[src/rtl/imem_boot_controller_if.sv]
// Bus bundle for the instruction-memory boot controller: byte stream from the
// boot source, the core fetch path and the instruction memory port.
// slave is the controller's view; master is the surrounding system's view.
interface imem_boot_controller_if #(
   parameter int ADDR_W = 10
);
   logic              byte_valid;
   logic [7:0]        byte_data;
   logic              byte_ready;

   logic [31:0]       core_pc;
   logic [31:0]       core_instr;
   logic              core_stall;

   logic [ADDR_W-1:0] mem_raddr;
   logic [31:0]       mem_rdata;
   logic              mem_we;
   logic [ADDR_W-1:0] mem_waddr;
   logic [31:0]       mem_wdata;

   modport master (
      output byte_valid, byte_data, core_pc, mem_rdata,
      input  byte_ready, core_instr, core_stall,
      input  mem_raddr, mem_we, mem_waddr, mem_wdata
   );

   modport slave (
      input  byte_valid, byte_data, core_pc, mem_rdata,
      output byte_ready, core_instr, core_stall,
      output mem_raddr, mem_we, mem_waddr, mem_wdata
   );
endinterface

[src/rtl/imem_boot_controller.sv]
// Instruction-memory port owner: streams a little-endian byte image into
// memory while the core is stalled, then hands the read port to the core.
//
// state | meaning
// IDLE  | core stalled, waiting for load_start or go
// HDR0  | receiving low byte of the word count
// HDR1  | receiving high byte of the word count, decides next step
// DATA  | assembling bytes into words and writing them sequentially
// RUN   | core owns the read port, fetches go straight to memory
module imem_boot_controller #(
   parameter int          ADDR_W   = 10,
   parameter logic [31:0] NOP_WORD = 32'h0000_0013
) (
   input  logic                 clk,
   input  logic                 rst,
   imem_boot_controller_if.slave bus,
   input  logic                 load_start,
   input  logic                 go,
   output logic                 load_done,
   output logic                 load_err,
   output logic                 fetch_fault,
   output logic [ADDR_W:0]      words_loaded
);

   localparam int DEPTH = 1 << ADDR_W;

   typedef enum logic [2:0] {IDLE, HDR0, HDR1, DATA, RUN} state_t;

   state_t          state;
   logic [7:0]      hdr_lo;
   logic [ADDR_W:0] n_words;
   logic [1:0]      lane;
   logic [23:0]     asm_word;
   logic            xfer;
   logic [15:0]     hdr_n;
   logic            pc_bad;

   assign xfer  = bus.byte_valid & bus.byte_ready;
   assign hdr_n = {bus.byte_data, hdr_lo};

   // Sequencer: header parse, byte assembly, sequential writes, port handover.
   always_ff @(posedge clk) begin
      if (!rst) begin
         state         <= IDLE;
         bus.mem_we    <= 1'b0;
         bus.mem_waddr <= '0;
         bus.mem_wdata <= '0;
         load_done     <= 1'b0;
         load_err      <= 1'b0;
         words_loaded  <= '0;
         n_words       <= '0;
         hdr_lo        <= '0;
         lane          <= '0;
         asm_word      <= '0;
      end else begin
         bus.mem_we <= 1'b0;
         load_done  <= 1'b0;
         case (state)
            IDLE: begin
               if (load_start) begin
                  state    <= HDR0;
                  load_err <= 1'b0;
               end else if (go) begin
                  state <= RUN;
               end
            end
            HDR0: begin
               if (xfer) begin
                  hdr_lo <= bus.byte_data;
                  state  <= HDR1;
               end
            end
            HDR1: begin
               if (xfer) begin
                  words_loaded <= '0;
                  lane         <= '0;
                  asm_word     <= '0;
                  if (hdr_n == 16'd0) begin
                     state     <= RUN;
                     load_done <= 1'b1;
                  end else if (32'(hdr_n) > DEPTH) begin
                     state    <= IDLE;
                     load_err <= 1'b1;
                  end else begin
                     state   <= DATA;
                     n_words <= (ADDR_W+1)'(hdr_n);
                  end
               end
            end
            DATA: begin
               // The write cycle blocks byte intake, so the end-of-load decision
               // is taken there with the already incremented count.
               if (bus.mem_we) begin
                  if (words_loaded == n_words) begin
                     state     <= RUN;
                     load_done <= 1'b1;
                  end
               end else if (xfer) begin
                  lane <= lane + 2'd1;
                  if (lane == 2'd3) begin
                     bus.mem_we    <= 1'b1;
                     bus.mem_waddr <= words_loaded[ADDR_W-1:0];
                     bus.mem_wdata <= {bus.byte_data, asm_word};
                     words_loaded  <= words_loaded + {{ADDR_W{1'b0}}, 1'b1};
                  end else begin
                     // Shifting in from the top leaves byte 0 in [7:0] after three bytes.
                     asm_word <= {bus.byte_data, asm_word[23:8]};
                  end
               end
            end
            RUN: begin
               if (load_start) begin
                  state    <= HDR0;
                  load_err <= 1'b0;
               end
            end
            default: state <= IDLE;
         endcase
      end
   end

   assign pc_bad = (bus.core_pc[1:0] != 2'b00) || (bus.core_pc[31:ADDR_W+2] != '0);

   assign fetch_fault    = (state == RUN) && pc_bad;
   assign bus.core_stall = (state != RUN);
   assign bus.core_instr = (state != RUN) ? 32'd0 : (pc_bad ? NOP_WORD : bus.mem_rdata);
   assign bus.mem_raddr  = (state == RUN) ? bus.core_pc[ADDR_W+1:2] : '0;
   assign bus.byte_ready = (state == HDR0) || (state == HDR1) ||
                           ((state == DATA) && !bus.mem_we);

endmodule

[src/flat_wrapper.sv]
// flat-port wrapper written by rule: the top's interface ports become plain ports
module imem_boot_controller_flat 
#(
   parameter int          ADDR_W   = 10,
   parameter logic [31:0] NOP_WORD = 32'h0000_0013
)
  (clk, rst, load_start, go, load_done, load_err, fetch_fault, words_loaded, bus_byte_valid, bus_byte_data, bus_core_pc, bus_mem_rdata, bus_byte_ready, bus_core_instr, bus_core_stall, bus_mem_raddr, bus_mem_we, bus_mem_waddr, bus_mem_wdata);
  imem_boot_controller_if #(.ADDR_W(ADDR_W)) bus_i ();
  input  logic clk;
  input  logic rst;
  input  logic load_start;
  input  logic go;
  output logic load_done;
  output logic load_err;
  output logic fetch_fault;
  output logic [ADDR_W:0] words_loaded;
  input wire logic [$bits(bus_i.byte_valid)-1:0] bus_byte_valid;
  input wire logic [$bits(bus_i.byte_data)-1:0] bus_byte_data;
  input wire logic [$bits(bus_i.core_pc)-1:0] bus_core_pc;
  input wire logic [$bits(bus_i.mem_rdata)-1:0] bus_mem_rdata;
  output wire logic [$bits(bus_i.byte_ready)-1:0] bus_byte_ready;
  output wire logic [$bits(bus_i.core_instr)-1:0] bus_core_instr;
  output wire logic [$bits(bus_i.core_stall)-1:0] bus_core_stall;
  output wire logic [$bits(bus_i.mem_raddr)-1:0] bus_mem_raddr;
  output wire logic [$bits(bus_i.mem_we)-1:0] bus_mem_we;
  output wire logic [$bits(bus_i.mem_waddr)-1:0] bus_mem_waddr;
  output wire logic [$bits(bus_i.mem_wdata)-1:0] bus_mem_wdata;
  assign bus_i.byte_valid = bus_byte_valid;
  assign bus_i.byte_data = bus_byte_data;
  assign bus_i.core_pc = bus_core_pc;
  assign bus_i.mem_rdata = bus_mem_rdata;
  assign bus_byte_ready = bus_i.byte_ready;
  assign bus_core_instr = bus_i.core_instr;
  assign bus_core_stall = bus_i.core_stall;
  assign bus_mem_raddr = bus_i.mem_raddr;
  assign bus_mem_we = bus_i.mem_we;
  assign bus_mem_waddr = bus_i.mem_waddr;
  assign bus_mem_wdata = bus_i.mem_wdata;
  imem_boot_controller #(.ADDR_W(ADDR_W), .NOP_WORD(NOP_WORD)) u_core (.clk(clk), .rst(rst), .bus(bus_i), .load_start(load_start), .go(go), .load_done(load_done), .load_err(load_err), .fetch_fault(fetch_fault), .words_loaded(words_loaded));
endmodule
[config.mk]
export PLATFORM = sky130hd
export DESIGN_NAME = imem_boot_controller_flat
export DESIGN_NICKNAME = d
export VERILOG_FILES = /design/src/rtl/imem_boot_controller_if.sv /design/src/rtl/imem_boot_controller.sv /design/src/flat_wrapper.sv
export SDC_FILE = /design/constraint.sdc
export NUM_CORES = 1
export LEC_CHECK = 0
export ABC_CLOCK_PERIOD_IN_PS = 5400
export BUFFER_PORTS_ARGS = -buffer_cell sky130_fd_sc_hd__buf_4
export CORE_UTILIZATION = 35
export CTS_BUF_LIST = sky130_fd_sc_hd__clkbuf_8
export DETAILED_ROUTE_END_ITERATION = 10
export GPL_TIMING_DRIVEN = 0
export HOLD_SLACK_MARGIN = 0.08
export PLACE_DENSITY = 0.69
export SLEW_MARGIN = 20
export SYNTH_ARGS = -nofsm -noshare
export SYNTH_HDL_FRONTEND = slang
export SYNTH_SLANG_ARGS = --single-unit
export TNS_END_PERCENT = 10
[constraint.sdc]
create_clock -name clk -period 5.4 [get_ports clk]
set_input_delay 0.81 -clock clk [delete_from_list [all_inputs] [get_ports clk]]
set_output_delay 0.81 -clock clk [all_outputs]
set_load 0.05 [all_outputs]
==> results by group <==
STA
  – Slew margin rel.: 31.5%
  – Layout Skew: 0.00751 ns
  – Worst Max-Slew Pin Slew: 1.02 ns
  – Final period utilization: 73.4%
  – Fin. Hold Viols: 0
  – Max-slew violation count: 0
  – RSZ-0062 raised after global routing: false
  – Final setup viols: 0
  – Hold_ws: 0.459 ns
  – Peak Freq: 252 MHz
  – Fin Setup TNS: 0 ns
  – Final min period: 3.96 ns

Cells and area
  – Antenna Cells: 0
  – Register area: 2080 sq um
  – Nets: 806
  – Area grow syn2layout: 39.3%
  – Layout cell share with drive strength beyond 1: 27.2%
  – Multi-input gate area: 2200 sq um
  – Layout fillers: 1217

Setup path
  – Critical path buffers and inverters: 3
  – Top delay family on crit path: simple AND/OR/NAND/NOR gates
  – CP peak stage delay: 0.83 ns
  – Element type at the critical path start: input pin
  – CP max stage cell: nor4_1
  – Worst EP arrival: 3.15 ns
  – Setup crit end kind: output port
  – CP required: 4.59 ns
  – Crit-path max FO: 10
  – Critical Path Start: bus_core_pc[15]
  – CP Class: in -> out
  – CP cell instances: buf_4 -> nor4_1 -> nand4_1 -> nor4_1 -> clkbuf_1 -> and3_1 -> buf_4
  – Worst r2r src: u_core.state[0]

Placement
  – DPL Wire Length: 11.2 mm
  – Routability Congestion: 1.12
  – # port buffers: 175

Route
  – DRT iter0 DRCs: 322
  – DR DRC count: 0
  – Number of detailed-route iterations in the first pass: 5
  – Routed wire length: 14.6 mm
  – Total number of vias: 4621
  – Antenna viol nets, final: 0
  – Routed vias/inst: 5.13
  – Wire per inst: 16.2 um

Floorplan
  – Top Ports: 178
  – Die area: 13200 sq um
  – Starting Density: 36.5%
  – Total core area: 12200 sq um
  – Die Y: 115 um
  – Row cnt: 40
  – DIE WIDTH: 115 um

Power
  – Pwr Density: 284 nW/um^2
  – Leak Pwr: 2.70 nW
  – Peak VDD IR: 0.000209 V

GRT
  – First-pass GRT wire length: 22.8 mm
  – Initial antenna violation count: 0
  – Vias in the first global route: 4343
  – Largest net degree at the start of global routing: 18
  – Total grt overflow: 0
  – Global Route Usage Sum: 22.4%

Synthesis
  – Synth Flop Type: dfxtp_1
  – Number of synthesized flops with an enable pin: 0
  – Cells after synthesis: 541
  – YS warnings: 0
  – Syn avg cell area: 8.25 sq um
  – Synth unique cells: 51
  – Mapped Area: 4460 sq um
  – Yosys reg bits: 104
  – Post-synth ARST share: 0%
  – Syn_nets: 620
  – Sequential share of the synthesized area: 46.7%

Worst hold path
  – Worst hold path class: reg -> reg
  – Critical hold path startpoint: u_core.bus.mem_wdata[4]

Clocking
  – Clock root buffer: clkbuf_8
  – Clock sinks: 104
  – CTS tree: built
  – Post-CTS Setup Inserts: 0
  – Clk slew on worst S/H paths: 0.09 ns
  – Total CTS buffers: 9
  – Clk_lat worst skew: 0.38 ns
  – CTS-repair resized insts: 0
  – Hold_buf cts: 0
  – H-tree Lvls: 3
  – Clock buffer depth: 2

Status
  – Status: complete, no violations

Job
  – Max Cap Violations: 0
cell usage in the layout (no fill, tap or decap), types with 10 or more instances in the layout:
cell      count
dfxtp_1     104
a21oi_1      55
a22oi_1      25
nor4_1       10
nor2_1       61
and3_1       40
clkbuf_1     36
buf_4       175
xnor2_1      14
clkbuf_8     10
nand2_1     103
mux2i_1      20
per-stage QoR:
step / total power, W / utilization, % / cell area [sq um] / instances / worst slack (ns)
finish: 0.00177 / 50.9 / 6210 / 900 / 1.44
global route: 0.00184 / 50.9 / 6210 / 900 / 1.23
detailed placement: 0.00123 / 49.0 / 5990 / 884 / 1.55
floorplan: 0.00109 / - / 4460 / 541 / 2.04
global placement: 0.00122 / 49.0 / 5990 / 884 / 1.61
CTS: 0.00177 / 50.9 / 6210 / 900 / 1.53
state kept, by name, summed over array words and instances, names as in the netlist:
| name | count |
|---|---|
| u_core.words_loaded | 11 |
| u_core.load_done | 1 |
| u_core.bus.mem_waddr | 10 |
| u_core.n_words | 11 |
| u_core.bus.mem_wdata | 32 |
| u_core.hdr_lo | 8 |
| u_core.lane | 2 |
| u_core.load_err | 1 |
| u_core.state | 3 |
| u_core.bus.mem_we | 1 |
| u_core.asm_word | 24 |
per-layer routing:
metal	global-route usage [%]	part of all wire [%]
met5	0	0
met1	28.5	43
met4	5.02	1.4
met3	8.17	8.7
met2	36.2	47
cells in the mapped netlist (2+ instances only):
cell type | instances | share of area (%)
xnor2_1 | 14 | 2.7
a31oi_1 | 2 | 0.28
buf_2 | 2 | 0.22
mux2i_1 | 20 | 4.5
or3_1 | 4 | 0.56
clkbuf_1 | 36 | 3.0
nand2_1 | 103 | 8.7
nor2b_1 | 2 | 0.28
xor2_1 | 3 | 0.59
and2_1 | 2 | 0.28
inv_1 | 6 | 0.50
nor2_1 | 61 | 5.1
nor4_1 | 10 | 1.4
a211oi_1 | 2 | 0.34
nor3_1 | 8 | 0.90
and3_1 | 40 | 5.6
o21ai_0 | 2 | 0.22
ha_1 | 2 | 0.56
nand4_1 | 5 | 0.70
a21oi_1 | 55 | 6.2
nand3_1 | 5 | 0.56
dfxtp_1 | 104 | 47
a22oi_1 | 25 | 4.2
power breakdown:
group	leakage [nW]	total, W	internal [W]	switching (W)
registers	0.838	0.000804	0.000785	0.0000190
clock network	0.116	0.000548	0.000277	0.000271
logic	1.75	0.000415	0.000152	0.000263
tightest hold or removal path, cell delays in order (launching register included):
cell	delay, ns
dfxtp_1	0.32
nand2_1	0.05
a21oi_1	0.05
logic make-up after synthesis:
| family | count (synthesis) | share of synthesized area, % |
|---|---|---|
| and+or+nand+nor | 252 | 26.6 |
| adders and majority gates | 2 | 0.561 |
| xor gates and xnor gates | 17 | 3.34 |
| buffers and inverters | 46 | 3.93 |
| DFF | 104 | 46.7 |
| muxes | 21 | 4.74 |
| AOI/OAI and AO/OA | 99 | 14.1 |
final cells by class:
type	instances	share of cell area, %
Clock buffer	10	2.21
Clock inverter	6	1.47
Inverter	7	0.423
Timing Repair Buffer	175	21.1
Sequential cell	104	33.5
Tap cell	168	3.38
Multi-Input combinational cell	391	35.5
Buffer	39	2.40
worst paths after layout:
kind                                            endpoint  cells after the start  slack [ns]
worst max-delay path                  bus_core_instr[25]                      7        1.44
worst min-delay path             u_core.bus.mem_wdata[4]                      2        0.46
worst max register to register  u_core.bus.mem_wdata[21]                      7        2.90
worst min register to register   u_core.bus.mem_wdata[4]                      2        0.46
Note: power is estimated with default switching activity, not from simulation.
